==> config.mk <==
export PLATFORM = sky130hd
export DESIGN_NAME = bsg_mcl_axil_fifos_rx_mc
export DESIGN_NICKNAME = d
export VERILOG_FILES = /design/src/rtl/bsg_mcl_axil_fifos_rx_mc.sv
export SDC_FILE = /design/constraint.sdc
export NUM_CORES = 1
export LEC_CHECK = 0
export CAP_MARGIN = 0
export CORE_UTILIZATION = 55
export CTS_BUF_LIST = sky130_fd_sc_hd__clkbuf_8
export DETAILED_ROUTE_END_ITERATION = 8
export GPL_TIMING_DRIVEN = 0
export PLACE_DENSITY = 0.77
export SYNTH_ARGS = -nofsm -noshare
export SYNTH_HDL_FRONTEND = slang
export SYNTH_SLANG_ARGS = --single-unit
==> constraint.sdc <==
create_clock -name clk_i -period 6 [get_ports clk_i]
set_clock_uncertainty 0.1 [all_clocks]
set_input_delay 1.5 -clock clk_i [delete_from_list [all_inputs] [get_ports clk_i]]
set_output_delay 1.5 -clock clk_i [all_outputs]
set_load 0.05 [all_outputs]
==> src/rtl/bsg_mcl_axil_fifos_rx_mc.sv <==
// Multi-channel manycore-link AXI-Lite RX path: per-channel serializer + word buffer, round-robin merge.
// Optional macro BSG_MCL_AXIL_RX_PKT_LOCK_EN keeps the grant on one channel for a whole packet.
module bsg_mcl_axil_fifos_rx_mc #(
  parameter int unsigned fifo_width_p      = 128,
  parameter int unsigned axil_data_width_p = 32,
  parameter int unsigned req_credits_p     = 2,
  parameter int unsigned num_chan_p        = 2,
  localparam int unsigned ratio_lp  = fifo_width_p / axil_data_width_p,
  localparam int unsigned els_lp    = ratio_lp * req_credits_p,
  localparam int unsigned cred_w_lp = $clog2(els_lp + 1),
  localparam int unsigned chan_w_lp = (num_chan_p > 1) ? $clog2(num_chan_p) : 1
) (
  input  logic                              clk_i,
  input  logic                              reset_n_i,
  input  logic [num_chan_p*fifo_width_p-1:0] fifo_req_i,
  input  logic [num_chan_p-1:0]             fifo_req_v_i,
  output logic [num_chan_p-1:0]             fifo_req_ready_o,
  output logic [axil_data_width_p-1:0]      axil_req_o,
  output logic                              axil_req_v_o,
  input  logic                              axil_req_ready_i,
  output logic [chan_w_lp-1:0]              axil_req_chan_o,
  output logic                              axil_req_last_o,
  output logic [num_chan_p*cred_w_lp-1:0]   req_credits_o
);

  localparam int unsigned cnt_w_lp  = (ratio_lp > 1) ? $clog2(ratio_lp) : 1;
  localparam int unsigned ptr_w_lp  = (els_lp > 1) ? $clog2(els_lp) : 1;
  localparam int unsigned word_w_lp = axil_data_width_p + 1;

  if ((fifo_width_p % axil_data_width_p) != 0 || fifo_width_p < axil_data_width_p) begin : g_width_chk
    $fatal(1, "fifo_width_p must be a multiple of axil_data_width_p");
  end

  logic                         en_q, en_d;
  logic [num_chan_p-1:0]        busy_q, busy_d;
  logic [cnt_w_lp-1:0]          cnt_q  [num_chan_p];
  logic [cnt_w_lp-1:0]          cnt_d  [num_chan_p];
  logic [fifo_width_p-1:0]      pkt_q  [num_chan_p];
  logic [fifo_width_p-1:0]      pkt_d  [num_chan_p];
  logic [word_w_lp-1:0]         mem_q  [num_chan_p][els_lp];
  logic [word_w_lp-1:0]         mem_d  [num_chan_p][els_lp];
  logic [ptr_w_lp-1:0]          wptr_q [num_chan_p];
  logic [ptr_w_lp-1:0]          wptr_d [num_chan_p];
  logic [ptr_w_lp-1:0]          rptr_q [num_chan_p];
  logic [ptr_w_lp-1:0]          rptr_d [num_chan_p];
  logic [cred_w_lp-1:0]         occ_q  [num_chan_p];
  logic [cred_w_lp-1:0]         occ_d  [num_chan_p];
  logic [chan_w_lp-1:0]         rr_q, rr_d;
  logic                         hold_q, hold_d;
  logic [chan_w_lp-1:0]         hold_chan_q, hold_chan_d;
`ifdef BSG_MCL_AXIL_RX_PKT_LOCK_EN
  logic                         lock_q, lock_d;
  logic [chan_w_lp-1:0]         lock_chan_q, lock_chan_d;
`endif

  logic [num_chan_p-1:0]        full_c, nonempty_c, enq_c, deq_c, ready_c;
  logic [word_w_lp-1:0]         wdata_c [num_chan_p];
  logic [chan_w_lp-1:0]         pick_c, grant_c;
  logic                         valid_c, xfer_c;
  logic [word_w_lp-1:0]         head_c;

  // Serializer: an idle channel pushes word 0 straight from the input on accept.
  always_comb begin : ser_comb
    logic is_last;
    is_last = 1'b0;
    en_d    = 1'b1;
    busy_d  = busy_q;
    enq_c   = '0;
    ready_c = '0;
    for (int unsigned c = 0; c < num_chan_p; c++) begin
      full_c[c]     = (occ_q[c] == cred_w_lp'(els_lp));
      nonempty_c[c] = (occ_q[c] != '0);
      cnt_d[c]      = cnt_q[c];
      pkt_d[c]      = pkt_q[c];
      if (busy_q[c]) begin
        is_last    = (cnt_q[c] == cnt_w_lp'(ratio_lp - 1));
        enq_c[c]   = ~full_c[c];
        wdata_c[c] = {is_last, pkt_q[c][32'(cnt_q[c]) * axil_data_width_p +: axil_data_width_p]};
        ready_c[c] = en_q & enq_c[c] & is_last;
        if (enq_c[c]) begin
          cnt_d[c] = is_last ? '0 : cnt_q[c] + cnt_w_lp'(1);
          if (is_last) busy_d[c] = 1'b0;
        end
      end else begin
        ready_c[c] = en_q;
        wdata_c[c] = {(ratio_lp == 1), fifo_req_i[c*fifo_width_p +: axil_data_width_p]};
      end
      if (ready_c[c] && fifo_req_v_i[c]) begin
        pkt_d[c] = fifo_req_i[c*fifo_width_p +: fifo_width_p];
        if (busy_q[c] || full_c[c]) begin
          cnt_d[c]  = '0;
          busy_d[c] = 1'b1;
        end else begin
          enq_c[c]  = 1'b1;
          cnt_d[c]  = (ratio_lp > 1) ? cnt_w_lp'(1) : '0;
          busy_d[c] = (ratio_lp > 1);
        end
      end
    end
  end

  // Round-robin pick; a stalled grant is frozen so the offered word stays stable.
  always_comb begin : arb_comb
    int unsigned idx;
    logic        found;
    idx     = 0;
    found   = 1'b0;
    pick_c  = rr_q;
    for (int unsigned i = 0; i < num_chan_p; i++) begin
      idx = 32'(rr_q) + i;
      if (idx >= num_chan_p) idx = idx - num_chan_p;
      if (!found && nonempty_c[chan_w_lp'(idx)]) begin
        pick_c = chan_w_lp'(idx);
        found  = 1'b1;
      end
    end
    grant_c = hold_q ? hold_chan_q : pick_c;
    valid_c = |nonempty_c;
`ifdef BSG_MCL_AXIL_RX_PKT_LOCK_EN
    if (lock_q) begin
      grant_c = lock_chan_q;
      valid_c = nonempty_c[lock_chan_q];
    end
`endif
    xfer_c  = valid_c & axil_req_ready_i;
    head_c  = mem_q[grant_c][rptr_q[grant_c]];
    rr_d    = rr_q;
    if (xfer_c) rr_d = (grant_c == chan_w_lp'(num_chan_p - 1)) ? '0 : grant_c + chan_w_lp'(1);
    hold_d      = valid_c & ~axil_req_ready_i;
    hold_chan_d = grant_c;
`ifdef BSG_MCL_AXIL_RX_PKT_LOCK_EN
    lock_d      = xfer_c ? ~head_c[axil_data_width_p] : lock_q;
    lock_chan_d = xfer_c ? grant_c : lock_chan_q;
`endif
  end

  // Per-channel circular word buffers.
  always_comb begin : buf_comb
    mem_d = mem_q;
    for (int unsigned c = 0; c < num_chan_p; c++) begin
      deq_c[c]  = xfer_c & (grant_c == chan_w_lp'(c));
      wptr_d[c] = wptr_q[c];
      rptr_d[c] = rptr_q[c];
      occ_d[c]  = occ_q[c];
      if (enq_c[c]) begin
        mem_d[c][wptr_q[c]] = wdata_c[c];
        wptr_d[c] = (wptr_q[c] == ptr_w_lp'(els_lp - 1)) ? '0 : wptr_q[c] + ptr_w_lp'(1);
      end
      if (deq_c[c]) begin
        rptr_d[c] = (rptr_q[c] == ptr_w_lp'(els_lp - 1)) ? '0 : rptr_q[c] + ptr_w_lp'(1);
      end
      case ({enq_c[c], deq_c[c]})
        2'b10:   occ_d[c] = occ_q[c] + cred_w_lp'(1);
        2'b01:   occ_d[c] = occ_q[c] - cred_w_lp'(1);
        default: occ_d[c] = occ_q[c];
      endcase
    end
  end

  always_comb begin : out_comb
    req_credits_o    = '0;
    fifo_req_ready_o = ready_c;
    axil_req_v_o     = valid_c;
    axil_req_o       = valid_c ? head_c[axil_data_width_p-1:0] : '0;
    axil_req_last_o  = valid_c & head_c[axil_data_width_p];
    axil_req_chan_o  = (num_chan_p > 1 && valid_c) ? grant_c : '0;
    for (int unsigned c = 0; c < num_chan_p; c++) begin
      req_credits_o[c*cred_w_lp +: cred_w_lp] = cred_w_lp'(els_lp) - occ_q[c];
    end
  end

  always_ff @(posedge clk_i or negedge reset_n_i) begin
    if (!reset_n_i) begin
      en_q        <= 1'b0;
      busy_q      <= '0;
      rr_q        <= '0;
      hold_q      <= 1'b0;
      hold_chan_q <= '0;
`ifdef BSG_MCL_AXIL_RX_PKT_LOCK_EN
      lock_q      <= 1'b0;
      lock_chan_q <= '0;
`endif
      for (int unsigned c = 0; c < num_chan_p; c++) begin
        cnt_q[c]  <= '0;
        pkt_q[c]  <= '0;
        wptr_q[c] <= '0;
        rptr_q[c] <= '0;
        occ_q[c]  <= '0;
      end
    end else begin
      en_q        <= en_d;
      busy_q      <= busy_d;
      rr_q        <= rr_d;
      hold_q      <= hold_d;
      hold_chan_q <= hold_chan_d;
`ifdef BSG_MCL_AXIL_RX_PKT_LOCK_EN
      lock_q      <= lock_d;
      lock_chan_q <= lock_chan_d;
`endif
      for (int unsigned c = 0; c < num_chan_p; c++) begin
        cnt_q[c]  <= cnt_d[c];
        pkt_q[c]  <= pkt_d[c];
        wptr_q[c] <= wptr_d[c];
        rptr_q[c] <= rptr_d[c];
        occ_q[c]  <= occ_d[c];
      end
    end
  end

  // Storage array needs no reset: occupancy gates everything read from it.
  always_ff @(posedge clk_i) begin
    mem_q <= mem_d;
  end

endmodule
==> Word-level counts from Yosys, hierarchy flattened <==
Cells that the tools add are included.
{ "word_totals": {"ff_bits": 814, "in_bits": 261, "output_inout_bits": 45, "elab_cells": 169} }
{ "classes": {"n_addsub": 16, "magnitude_cmp": 10, "n_eq_ne": 14, "shift": 2, "n_mux": 62, "n_bitwise": 17, "n_reduce_logical": 17} }
{ "ops": {"columns": ["operator", "count"], "rows": [
  ["$mux W264", 3],
  ["$bwmux W264", 2],
  ["$shiftx A128 B8 Y32", 2],
  ["$demux W33 S3", 2],
  ["$mux W33", 6],
  ["$bmux W33 S3", 1],
  ["$mux W32", 1],
  ["$mux W1", 30],
  ["$mux W3", 7],
  ["$mux W2", 8],
  ["$pmux W4 S2", 2],
  ["$add A3 B1 Y3 const B", 4],
  ["$eq A3 B3 Y1 const B", 4],
  ["$ge A4 B4 Y1 const B", 3],
  ["$not A3 Y4", 3],
  ["$and A1 B1 Y1", 9],
  ["$add A4 B1 Y4 const B", 2],
  ["$eq A2 B2 Y1 const B", 4],
  ["$eq A4 B4 Y1 const B", 2],
  ["$lt A4 B1 Y1 const B", 2],
  ["$reduce_bool A2 Y1", 4],
  ["$reduce_bool A4 Y1", 2],
  ["$sub A4 B1 Y4 const B", 2],
  ["$sub A4 B4 Y4 const A", 2],
  ["16 further kinds", 31]
]} }

==> Longest topological paths before layout <==
Gate-level depths: netlist of the first run.
{ "logic_depth": {"ltp_word": 18, "depth_mapped": 16, "depth_no_buf": 12} }

==> Least setup slack after synthesis of the first run <==
No wires, ideal clock.
{ "synth_timing": {"kind": "input to register", "start": "input port fifo_req_v_i[1]", "end": "register mem_q[231] in the netlist's numbering (enable)", "setup_time_ns": 0.507, "arrival_ns": 5.118, "required_time_ns": 5.393, "setup_slack_ns": 0.276, "cell_stages": 3, "path_buffers": 0, "path_cell_list": "and2_0 -> o21ai_1 -> nor4_1"} }
{ "synth_via": {"elab_chain_cells": 2} }
{ "synth_lines": {"columns": ["item", "line_no", "source"], "rows": [
  ["from (decl)", "16", "input logic [num_chan_p-1:0] fifo_req_v_i,"],
  ["$logic_and A1 B1 Y1", "88", "if (ready_c[c] && fifo_req_v_i[c]) begin"],
  ["$mux W1", "88", null],
  ["to (signal assigned)", "212", "mem_q <= mem_d;"],
  ["to (decl)", "40", "logic [word_w_lp-1:0] mem_q [num_chan_p][els_lp];"]
]} }
No other way between the ends.
A chain may end at the register's enable or synchronous reset.

==> Worst setup path in the final report of the first run <==
{ "layout_timing": {"start": "register occ_q[5] in the netlist's numbering", "end": "output port axil_req_o[15]"} }
{ "layout_via": {"elab_chain_cells": 17, "elab_cells_between_ends": 24, "classes_between": "mux (18); bitwise (2); reduce/logical (4)"} }
{ "layout_lines": {"columns": ["item", "line_no", "source"], "rows": [
  ["from (decl)", "46", "logic [cred_w_lp-1:0] occ_q [num_chan_p];"],
  ["from (signal, indexed assignment)", "205", "occ_q[c] <= occ_d[c];"],
  ["$reduce_bool A4 Y1 (*)", "72", "nonempty_c[c] = (occ_q[c] != '0);"],
  ["$mux W1 (not written as such) (2 in series)", "112", "if (!found && nonempty_c[chan_w_lp'(idx)]) begin"],
  ["$mux W1", "112", null],
  ["$logic_not A1 Y1", "112", null],
  ["$logic_and A1 B1 Y1", "112", null],
  ["$mux W1", "112", null],
  ["$mux W1", "117", "grant_c = hold_q ? hold_chan_q : pick_c;"],
  ["$not A1 Y2 (not written as such)", "126", "head_c = mem_q[grant_c][rptr_q[grant_c]];"],
  ["$mux W3 (not written as such) (3 in series)", "126", null],
  ["$not A3 Y4 (not written as such)", "126", null],
  ["$bmux W33 S3", "126", null],
  ["$mux W33 (not written as such) (2 in series)", "126", null],
  ["$mux W32 (*)", "164", "axil_req_o = valid_c ? head_c[axil_data_width_p-1:0] : '0;"],
  ["to (decl)", "18", "output logic [axil_data_width_p-1:0] axil_req_o,"]
]} }
Mark *: on every way between the ends. The rest lies on a longest branch, timed or not. The select of a mux whose other input is x is not followed.

==> impl_results.md, run 1 <==
* Worst R2R Start: occ_q[5]$_DFFE_PN0P_
* Setup tns final at 0 ps
* CTS Sinks at 814
* Average wire per standard cell at 25.9 um
* Final Setup Violations at 0
* CORE AREA at 60800 um^2
* Fmax at 0.172 GHz
* TritonRoute pass-1 iters at 5
* Critical Path RT at 4400 ps
* Metal-1 WL at 32.4 mm
* Period Utilization, post-route at 0.969
* Antenna violations before repair at 3
* Reg2Reg Setup Slack at 1990 ps
* Synth top area cells: edfxtp_1 47%, dfrtp_1 21%, mux4_2 13%
* Max-cap violations at 0
* Met2 wire length at 41.4 mm
* Synth Flop Type: edfxtp_1
* Antenna viol nets, final at 0
* Post-Synthesis Cells at 1784
* Worst hold path type: reg2reg
* Hold Crit Depth at 1
* Leakage at 15.3 nW
* Bufs on Longest Clock Path at 3
* Gr ovfl total at 0
* Site row count at 90
* Die ar. at 63000 um^2
* WL final at 81.5 mm
* DP HPWL at 57.8 mm
* P per Cell Area at 601 nW/um^2
* Vias/cell at 6.11
* Drt drc at 0
* Mapped Nets at 2063
* PortBufs at 305
* Overall Global Routing Usage at 0.265
* CTS tree: yes
* Peak VDD IR at 0.500 mV
* Critical hold path startpoint: pkt_q[245]$_DFFE_PN0P_
* Layout cells sized above 1 at 0.354
* Gate power share at 0.424
* Hold_buf cts at 0
* Seq pwr share at 0.403
* Post-synthesis sequential area ratio at 0.675
* Yosys cell types at 46
* Status: finished clean
* Worst hold endpoint: pkt_q[245]$_DFFE_PN0P_
* Ys async rst share at 0.351
* Minimum clock period at 5810 ps
* Area grow syn2layout at 20.7%
* Mapped cell area at 34100 um^2
* FF-to-FF End: occ_q[3]$_DFFE_PN0P_
* Flops & latches, synth at 814
* Critical Path End Type: output port
* Post-place instance area at 38800 um^2
* Worst-Skew Late Latency at 780 ps
* H-tree depth at 4
* Max Used Layer: met4
* Post-synth EDFFs at 528
* Synth warnings at 0
* Routed wl met3 at 5.75 mm
* Final instance area at 41200 um^2
* First-pass GRT wire length at 123 mm
* RSZ-0062 raised after global routing: no
* Psw at 8.87 mW
* Final Max Tran Viols at 0
* Most common cell after layout, fill and taps aside: edfxtp_1
* Chip height at 251 um
* Vias in the first global route at 20600
* CTS root buf: clkbuf_8
* Clock Pin Slew Worst Setup and Hold Paths at 60 ps
* Syn avg cell area at 19.1 um^2
* Total number of vias at 19200
* Initial DRC Count at 1838
* Hold slack at 397 ps
* Net Sw Frac at 0.359
* Starting density of the core at 0.560
* I/O pins at 306
* Routability cong. at 0.827
* FF-to-FF path depth at 13
* CP Class: reg2out
* Area share of the largest cell type after synthesis at 0.465
* Crit path DAT at 4210 ps
* Post-synth top area cell: edfxtp_1
* Int Pwr at 15.9 mW
* Fin worst setup slack at 189 ps
* Nets at 2548
* Die W at 251 um
* Slew HR at 0.263
* Pin count of the biggest net entering global routing at 116
* Most frequent cells in the layout: 528 x edfxtp_1, 329 x mux2_2, 286 x dfrtp_1
* Final Hold Viols at 0
* Slew of the pin with the lowest slew margin at 1100 ps
* Crit start category: flop
* CP Max Fanout at 10
* Worst slack, placed at 253 ps
* Clock power frac at 0.174
* Total CTS buffers at 131
-- state kept, by name (all words and copies together) (netlist names) --
name	flops
busy_q	2
rptr_q	6
rr_q	1
pkt_q	256
hold_q	1
hold_chan_q	1
en_q	1
cnt_q	4
occ_q	8
wptr_q	6
mem_q	528
-- synth_stat cells (all sizes together) (9+ instances only) --
| cell type | n |
|---|---|
| nand2 | 10 |
| mux2 | 332 |
| mux4 | 196 |
| dfrtp | 286 |
| a22oi | 34 |
| a21oi | 40 |
| o211a | 66 |
| edfxtp | 528 |
| and2 | 9 |
| clkbuf | 70 |
| buf | 62 |
| nor3 | 14 |
| nor2 | 13 |
| inv | 9 |
| a211oi | 34 |
| ha | 18 |
| xor2 | 9 |
-- layout make-up --
type	count	area, um^2
clock buffer	147	2020
inverter	9	33.8
tap	782	978
fill	3951	19700
antenna	2	5.00
sequential	814	23000
buffer	131	609
multi-input combinational	829	10600
clock inverter	77	304
timing repair buffer	353	3630
-- metal layers --
metal | vias up | track usage
met2 | 779 | 0.433
met1 | 10100 | 0.359
met5 | - | 0
li1 | 8169 | -
met4 | 0 | 0.0894
met3 | 140 | 0.0571
-- critical path, cell delays in order (launching register included) --
cell and delay (ps):
dfrtp_1 370, clkbuf_1 180, inv_1 90, ha_1 210, or3b_1 430, buf_2 220
or3_1 360, buf_4 180, and2_1 130, buf_2 200, buf_6 180, a21oi_1 420
clkdlybuf4s15_2 450
-- logic make-up (layout without fill, tap and decap cells) --
group           count (synthesis)  in the layout  synth area share
mux                           528            528             0.240
flops                         814            814             0.675
other cells                     1              3          0.000110
fa+ha+maj                      18             18           0.00661
xor+xnor                       14             14           0.00360
simple gates                   75             75            0.0123
buf+inv                       141            717            0.0185
compound gates                193            193            0.0441
-- timing repair --
action | 4_1_cts | 5_1_grt
pin swaps | 1 | 0
setup buffers | 1 | 0
endpoints found under the setup margin | 34 | 29
hold endpoints to repair | 0 | 0
gates resized for setup | 55 | 30
-- power by group through the flow --
stage | combinational [mW] | clock, mW | sequential, mW
3_3_place_gp | 9.96 | 0 | 10.0
2_1_floorplan | 7.17 | 0 | 9.78
4_1_cts | 10.5 | 4.37 | 9.95
3_5_place_dp | 10.6 | 0 | 10.0
5_1_grt | 11.1 | 4.61 | 10.1
6_report | 10.5 | 4.30 | 9.96
-- how the worst max path moves through the flow --
stage | startpoint | to | slack (ps) | cells after the start
global route | occ_q[1]$_DFFE_PN0P_ | axil_req_o[22] | 50 | 9
floorplan | fifo_req_v_i[1] | mem_q[231]$_DFFE_PP_ | 280 | 3
CTS | occ_q[1]$_DFFE_PN0P_ | axil_req_o[14] | 4 | 10
detailed placement | occ_q[1]$_DFFE_PN0P_ | axil_req_o[20] | 250 | 11
global placement | reset_n_i | pkt_q[109]$_DFFE_PN0P_ | -9120 | 1
finish | occ_q[5]$_DFFE_PN0P_ | axil_req_o[15] | 190 | 12
-- stage by stage --
stage / power, mW / instances / util
after floorplan: 17.0 / 1784 / -
after global placement: 20.0 / 2871 / 0.627
after detailed placement: 20.7 / 2918 / 0.638
after CTS: 24.8 / 3143 / 0.677
after global routing: 25.9 / 3144 / 0.677
final: 24.7 / 3144 / 0.677
No activity file was read; power rests on OpenSTA's default activity.
==> inputs of run 2 (changes only) <==
--- a/config.mk
+++ b/config.mk
@@ -10,7 +10,7 @@
 export CTS_BUF_LIST = sky130_fd_sc_hd__clkbuf_8
 export DETAILED_ROUTE_END_ITERATION = 8
 export GPL_TIMING_DRIVEN = 0
-export PLACE_DENSITY = 0.77
+export PLACE_DENSITY = 0.83
 export SYNTH_ARGS = -nofsm -noshare
 export SYNTH_HDL_FRONTEND = slang
 export SYNTH_SLANG_ARGS = --single-unit
==> impl_results.md, run 2 (same netlist as run 1, synthesis figures left out) <==
* Cell Count, Final, Fillers Out at 3141 (-0.095%)
* Max-cap violations at 0 (unchanged)
* First-pass GRT wire length at 127 mm (+3.0%)
* Regs by FF count: mem_q (528), pkt_q (256), occ_q (8)
* Critical Path End Type: output port
* Average wire per standard cell at 26.5 um (+2.3%)
* CORE AREA at 60800 um^2 (unchanged)
* PortBufs at 305 (unchanged)
* Vias in the first global route at 21000 (+2.2%)
* Area grow syn2layout at 20.4%
* CP Class: reg2out
* DP HPWL at 58.8 mm (+1.9%)
* Clock Pin Slew Worst Setup and Hold Paths at 60 ps (about the same)
* Antenna violations before repair at 1 (-2)
* Nets at 2534 (-0.55%)
* DP Cell Count at 2914 (-0.14%)
* Minimum clock period at 5830 ps (+20.2 ps)
* Slew of the pin with the lowest slew margin at 1120 ps (+17.3 ps)
* Overall Global Routing Usage at 0.271 (+0.00590)
* Initial DRC Count at 2049 (+11%)
* CTS root buf: clkbuf_8
* Crit path DAT at 4230 ps (+20 ps)
* H-tree depth at 3 (-1)
* Peak VDD IR at 0.512 mV (+2.5%)
* Met2 wire length at 42.7 mm (+3.1%)
* Site row count at 90 (unchanged)
* Routability cong. at 0.853 (+3.1%)
* Final-layout fill cell count at 3786 (-4.2%)
* Final Setup Violations at 0 (unchanged)
* Drt drc at 0 (unchanged)
* CTS tree: yes
* Gr ovfl total at 0 (unchanged)
* Worst hold path type: reg2reg
* CP Max Fanout at 10 (unchanged)
* Fin util at 0.675 (-0.00208)
* Layout cells sized above 1 at 0.349 (-0.00479)
* RSZ-0062 raised after global routing: no
* Most common cell after layout, fill and taps aside: edfxtp_1
* Max Used Layer: met4
* Critical Path RT at 4400 ps (about the same)
* P per Cell Area at 603 nW/um^2 (+0.38%)
* WL final at 83.3 mm (+2.2%)
* Antenna viol nets, final at 0 (unchanged)
* Final Hold Viols at 0 (unchanged)
* Slew HR at 0.252 (-0.0107)
* Status: finished clean
* Worst-Skew Late Latency at 720 ps (-60 ps)
* Chip height at 251 um (unchanged)
* Max FFs per register at 528 (unchanged)
* Final Max Tran Viols at 0 (unchanged)
* Routed wl met3 at 6.25 mm (+8.6%)
* Period Utilization, post-route at 0.972 (+0.00336)
* Metal-1 WL at 31.7 mm (-2.2%)
* Starting density of the core at 0.560 (unchanged)
* Hold_buf cts at 0 (unchanged)
* Crit start category: flop
* Most frequent cells in the layout: 528 x edfxtp_1, 329 x mux2_2, 286 x dfrtp_1
* Die ar. at 63000 um^2 (unchanged)
* Pin count of the biggest net entering global routing at 123 (+6.0%)
* Worst slack, placed at 329 ps (+75.9 ps)
* Reg2Reg Setup Slack at 1990 ps (about the same)
* Die W at 251 um (unchanged)
* Vias/cell at 6.22 (+1.8%)
* Fin worst setup slack at 169 ps (-20.2 ps)
* Total CTS buffers at 120 (-8.4%)
* Fmax at 0.171 GHz (-0.35%)
* CTS Sinks at 814 (unchanged)
* Total number of vias at 19500 (+1.7%)
* Largest Register: mem_q
* Hold Crit Depth at 1 (unchanged)
* TritonRoute pass-1 iters at 5 (unchanged)
* FF-to-FF path depth at 13 (unchanged)
* Bufs on Longest Clock Path at 3 (unchanged)
* Leakage at 15.3 nW (-0.37%)
* I/O pins at 306 (unchanged)
-- run 2: what timing repair did --
| item | 4_1_cts | 5_1_grt |
|---|---|---|
| endpoints found under the setup margin | 32 | 26 |
| buffers inserted | 0 | 1 |
| gates resized for setup | 37 | 34 |
| pin swaps | 0 | 0 |
-- run 2: worst max-delay path: stages (launching register included) --
cell	delay, ps
dfrtp_1	350
clkbuf_1	170
inv_1	90
ha_1	220
or3b_2	460
clkbuf_1	270
a22oi_2	430
clkbuf_2	360
a211oi_1	130
a21oi_1	430
dlygate4sd2_1	590
-- run 2: power by group --
| part | leakage (nW) | switching (mW) | internal, mW |
|---|---|---|---|
| clock network | 1.33 | 2.07 | 2.15 |
| logic | 5.71 | 6.08 | 4.46 |
| registers | 8.22 | 0.840 | 9.16 |
| total | 15.3 | 9.00 | 15.8 |
-- run 2: stage by stage --
stage | hold WS [ps] | setup TNS [ps] | area (um^2) | power, mW
2_1_floorplan | 365 | 0 | 34100 | 17.0
3_3_place_gp | 380 | -3100220 | 38100 | 19.9
3_5_place_dp | 391 | 0 | 38800 | 20.7
4_1_cts | 405 | 0 | 41000 | 24.8
5_1_grt | 416 | 0 | 41000 | 25.8
6_report | 403 | 0 | 41000 | 24.8
-- run 2: cell type report --
cell class	instances	area [um^2]	share of cell area
antenna	1	2.50	0.0000610
tap	782	978	0.0238
multi-input combinational	829	10500	0.257
inverter	9	33.8	0.000823
sequential	814	23000	0.561
timing repair buffer	349	3560	0.0868
clock buffer	136	1870	0.0456
buffer	132	614	0.0150
clock inverter	89	415	0.0101
-- run 2: path summary, 6_finish.rpt --
path,end,startpoint
max,axil_req_o[1],occ_q[1]$_DFFE_PN0P_
min in group asynchronous,pkt_q[169]$_DFFE_PN0P_,reset_n_i
min,pkt_q[200]$_DFFE_PN0P_,pkt_q[200]$_DFFE_PN0P_
max in group asynchronous,pkt_q[40]$_DFFE_PN0P_,reset_n_i
min reg2reg,pkt_q[200]$_DFFE_PN0P_,pkt_q[200]$_DFFE_PN0P_
max reg2reg,occ_q[3]$_DFFE_PN0P_,occ_q[5]$_DFFE_PN0P_
-- run 2: per-layer routing --
metal / up-vias / global-route usage
met4: 0 / 0.104
met5: - / 0
met3: 186 / 0.0475
met2: 936 / 0.458
li1: 8177 / -
met1: 10200 / 0.355
